$ cat src/rtl/fetch_unit.sv
// Instruction-fetch stage: holds the PC, fetches words over a req/rvalid handshake
// and selects the next PC from br_sel/ALU. Optional FETCH_PERF_CNT_EN adds perf counters.
module fetch_unit #(
  parameter logic [31:0] RESET_PC  = 32'h0000_0000,
  parameter logic [31:0] NOP_INSTR = 32'h0000_0013
) (
  input  logic        clk_i,
  input  logic        rst_ni,
  input  logic        br_sel_i,
  input  logic [31:0] alu_data_i,
  input  logic        stall_i,
  output logic        imem_req_o,
  output logic [31:0] imem_addr_o,
  input  logic        imem_rvalid_i,
  input  logic [31:0] imem_rdata_i,
  output logic [31:0] instr_o,
  output logic [31:0] pc_o,
  output logic [31:0] pc_four_o,
  output logic        instr_valid_o,
  output logic        misalign_o
`ifdef FETCH_PERF_CNT_EN
  ,
  output logic [31:0] retired_cnt_o,
  output logic [31:0] wait_cnt_o
`endif
);

  typedef enum logic [1:0] {FETCH, VALID, TRAP} state_e;

  state_e      state_q, state_d;
  logic [31:0] pc_q, pc_d;
  logic [31:0] instr_q, instr_d;
  logic        misalign_q, misalign_d;
  logic [31:0] next_pc;

  // JALR rule: target bit 0 is always cleared
  assign next_pc = br_sel_i ? (alu_data_i & ~32'd1) : pc_q + 32'd4;

  always_ff @(posedge clk_i) begin
    if (!rst_ni) begin
      state_q    <= FETCH;
      pc_q       <= RESET_PC;
      instr_q    <= NOP_INSTR;
      misalign_q <= 1'b0;
    end else begin
      state_q    <= state_d;
      pc_q       <= pc_d;
      instr_q    <= instr_d;
      misalign_q <= misalign_d;
    end
  end

  always_comb begin
    state_d    = state_q;
    pc_d       = pc_q;
    instr_d    = instr_q;
    misalign_d = misalign_q;
    case (state_q)
      FETCH: begin
        if (imem_rvalid_i) begin
          instr_d = imem_rdata_i;
          state_d = VALID;
        end
      end
      VALID: begin
        if (!stall_i) begin
          pc_d = next_pc;
          if (next_pc[1]) begin
            misalign_d = 1'b1;
            state_d    = TRAP;
          end else begin
            state_d = FETCH;
          end
        end
      end
      default: ; // TRAP is left only through reset
    endcase
  end

  // outputs are forced to their idle values while reset is held
  assign imem_req_o    = rst_ni && (state_q == FETCH);
  assign imem_addr_o   = pc_q;
  assign instr_valid_o = rst_ni && (state_q == VALID);
  assign instr_o       = instr_valid_o ? instr_q : NOP_INSTR;
  assign pc_o          = rst_ni ? pc_q : RESET_PC;
  assign pc_four_o     = pc_o + 32'd4;
  assign misalign_o    = rst_ni && misalign_q;

`ifdef FETCH_PERF_CNT_EN
  always_ff @(posedge clk_i) begin
    if (!rst_ni) begin
      retired_cnt_o <= 32'd0;
      wait_cnt_o    <= 32'd0;
    end else begin
      if (state_q == VALID && !stall_i)        retired_cnt_o <= retired_cnt_o + 32'd1;
      if (state_q == FETCH && !imem_rvalid_i)  wait_cnt_o    <= wait_cnt_o + 32'd1;
    end
  end
`endif

endmodule

$ cat config.mk
export PLATFORM = sky130hd
export DESIGN_NAME = fetch_unit
export DESIGN_NICKNAME = d
export VERILOG_FILES = /design/src/rtl/fetch_unit.sv
export SDC_FILE = /design/constraint.sdc
export NUM_CORES = 1
export LEC_CHECK = 0
export BUFFER_PORTS_ARGS = -buffer_cell sky130_fd_sc_hd__clkbuf_2
export CAP_MARGIN = 20
export CORE_MARGIN = 2
export CORE_UTILIZATION = 40
export CTS_CLUSTER_DIAMETER = 40
export DETAILED_ROUTE_END_ITERATION = 10
export PLACE_DENSITY = 0.73
export SLEW_MARGIN = 20
export SYNTH_ARGS = -nofsm -noshare
export SYNTH_HDL_FRONTEND = slang
export SYNTH_SLANG_ARGS = --single-unit
export TNS_END_PERCENT = 100
$ cat constraint.sdc
create_clock -name clk_i -period 5.2 [get_ports clk_i]
set_input_delay 1.56 -clock clk_i [delete_from_list [all_inputs] [get_ports clk_i]]
set_output_delay 1.56 -clock clk_i [all_outputs]
set_load 0.05 [all_outputs]
==> flow_summary_export.csv <==
group,metric,value,unit
critical_path,criticalPathCategory,"in2out",
grt,grt_pass1_wl,23890,µm
cells_and_area,num_antenna_cells,0,
die,dieArea,11980,µm²
power_and_ir_drop,vdd_ir_drop_max,0.1852,mV
critical_path,reg2reg_setup_slack,2.77,ns
critical_path,crit_path_max_incr_delay,0.34,ns
placement,port_buffers,195,
detailed_routing,vias,5321,
die,start_util,41.04,%
placement,place_area,5898,µm²
clock_network,cts_buffer_depth,2,
critical_path,worstPathMaxFanout,9,
hold_path,worstHoldStart,"instr_q[24]",
clock_network,tritoncts,"built",
synthesis,syn-cell-area,4449,µm²
detailed_routing,drt.antenna.violating_nets,0,
flow_run,max_cap_viol_count,0,
sta,max_freq,0.1989,GHz
grt,grt_start_max_net_pins,47,
critical_path,r2r_cells,5,
sta,drv_slew,0,
clock_network,htreeDepth,3,
hold_path,hold_end,"instr_q[24]",
grt,grt_antenna_before_repair,0,
grt,grt_use_total,24.83,%
sta,rsz0062_at_grt,"false",
critical_path,path_cells,"clkbuf_2 -> and2_2 -> ha_4 -> and3_4 -> and3_2 -> nand4_1 -> xnor2_4 -> clkbuf_2",
synthesis,ys_ff_latch,66,
die,rows,38,
placement,hpwl,11130,µm
placement,numPlacedInstances,909,
sta,slew_headroom,43.64,%
synthesis,ys_types,65,
cells_and_area,nNetsFinal,852,
synthesis,yosys_warnings,0,
synthesis,seq_area_frac_synth,29.70,%
grt,grt_pass1_vias,4901,
critical_path,cp.required,3.64,ns
status,status,"finished, final reports clean",
sta,tns,0,ns
detailed_routing,drt_wl_total,15370,µm
cells_and_area,final_cell_mix,"clkbuf_2 (180), nand2_1 (117), dfxtp_1 (66)",
cells_and_area,drive_gt1_share,33.21,%
sta,setup_viol,0,
power_and_ir_drop,leakagePower,2.700,nW
synthesis,synthFlopType,"dfxtp_1",
die,core,10840,µm²
sta,period_share,96.68,%
placement,gp_congestion,0.8862,
detailed_routing,via_per_inst,5.746,
grt,gr-total-overflow,0,
sta,layout_setup_ws,0.1727,ns
synthesis,synth_area_leader_cell,"dfxtp_1",
critical_path,start_kind,"input pin",
critical_path,cpMaxStageDelayCell,"and3_2",
detailed_routing,wire_per_inst,16.60,µm
die,die_h,109.5,µm
detailed_routing,post-route-drc-count,0,
cells_and_area,design_area,6106,µm²
cells_and_area,syn2layout_area_growth,37.23,%
detailed_routing,drt_iter0_drc,391,
clock_network,postCtsHoldBufs,0,
power_and_ir_drop,powerDensity,213.1,nW/µm²
synthesis,synth_edf_count,0,
synthesis,async_flop_share,0,%
die,io_pins,200,
clock_network,cts_made_buffers,9,
die,die_w,109.5,µm
cells_and_area,fin_cells,926,
clock_network,cts-root-buf,"clkbuf_8",
cells_and_area,final_common_cell,"clkbuf_2",
clock_network,path_clk_slew,0.09,ns
detailed_routing,first_pass_iters,6,
placement,place_ws,0.03371,ns
critical_path,r2r_end,"imem_addr_o[22]",
hold_path,hp-class,"reg2reg",
synthesis,synth_area_leaders,"dfxtp_1 (30%), nand2_1 (10%), and2_1 (7.2%)",
critical_path,critPathCaptureType,"output pin",
critical_path,r2r-start,"imem_addr_o[2]",
critical_path,arrival,3.47,ns
sta,hold_viol_final,0,
synthesis,synth_top_area_share,29.70,%
sta,min_period,5.027,ns
synthesis,syn_inst,621,
synthesis,avgSynthCellArea,7.165,µm²
clock_network,clock_sink_count,66,
sta,tightest_slew,0.8385,ns
hold_path,holdPathStages,2,
cells_and_area,utilization,56.33,%
clock_network,worstSkewPairLatency,0.35,ns
critical_path,cpMostUsedCell,"clkbuf_2",
sta,fin_skew,0.01711,ns
routing by layer:
metal  global-route usage, %  wire length, µm
met5                       0                0
met3                   5.691             1443
met4                   7.414              238
met1                   31.99             6234
met2                   41.31             7456
stage by stage:
stage,hold slack [ns],total power [mW]
final,0.4538,1.301
after global routing,0.4826,1.354
after CTS,0.4544,1.303
after detailed placement,0.4430,0.8945
after global placement,0.4371,0.8853
after floorplan,0.4297,0.7958
sequential cells by signal, indices dropped and copies added, names as in the netlist:
name	flops
misalign_q	1
instr_q	32
state_q	2
imem_addr_o	31
worst max-delay path by stage:
| stage | from | endpoint | slack, ns | depth (start not counted) |
|---|---|---|---|---|
| CTS | rst_ni | pc_four_o[16] | 0.03 | 8 |
| floorplan | rst_ni | pc_four_o[24] | 0.002 | 10 |
| global route | rst_ni | pc_four_o[30] | 0.0002 | 8 |
| finish | rst_ni | pc_four_o[16] | 0.17 | 8 |
| detailed placement | rst_ni | pc_four_o[16] | 0.03 | 8 |
| global placement | rst_ni | pc_four_o[18] | 0.09 | 8 |
cell families after synthesis:
family	count (synthesis)	synth area share, %
AND/OR/NAND/NOR	321	37.77
AO/OA/AOI/OAI	125	18.31
buffers and inverters	76	7.396
flip-flops	66	29.70
XOR/XNOR	22	4.331
multiplexers	8	1.856
adder cells (fa/ha/maj)	2	0.5623
other	1	0.08428
power breakdown:
group          internal, mW  leakage [nW]  switching, mW
registers             0.534         0.539         0.0359
logic                0.0980          2.08          0.218
clock network         0.181        0.0848          0.234
total                 0.813          2.70          0.488
cell usage after synthesis, types with 3 or more instances:
cell type,number
a211o_1,4
a211oi_1,4
a21oi_1,46
a311o_1,3
a31oi_1,12
a32o_1,3
a32oi_1,3
and2_1,51
and3_1,9
and4_1,6
buf_1,6
buf_2,7
buf_4,7
clkbuf_1,36
dfxtp_1,66
inv_1,18
mux2i_1,6
nand2_1,118
nand2b_1,7
nand3_1,23
nand4_1,21
nor2_1,30
nor3_1,13
nor3b_1,3
nor4_1,12
o211ai_1,4
o21ai_0,19
o311ai_0,4
o31ai_1,4
or3_1,5
or4_1,6
xnor2_1,14
xor2_1,8
area by class of cell:
| cell class | count | area (µm²) |
|---|---|---|
| Clock inverter | 7 | 60.06 |
| Fill cell | 1029 | 4735 |
| Clock buffer | 9 | 123.9 |
| Timing Repair Buffer | 205 | 1296 |
| Tap cell | 140 | 175.2 |
| Sequential cell | 66 | 1321 |
| Multi-Input combinational cell | 481 | 3058 |
| Inverter | 18 | 71.32 |
timing repair:
| action | in CTS | in global routing |
|---|---|---|
| endpoints found under the setup margin | 0 | 6 |
| setup buffers | 0 | 0 |
| resized for setup | 0 | 1 |
critical path, delay by kind of cell:
| family | cells | cell delay, ns |
|---|---|---|
| simple gates | 4 | 1.03 |
| xor+xnor | 1 | 0.20 |
| fa+ha+maj | 1 | 0.14 |
| buf+inv | 2 | 0.51 |
(Power assumes the default switching activity.)
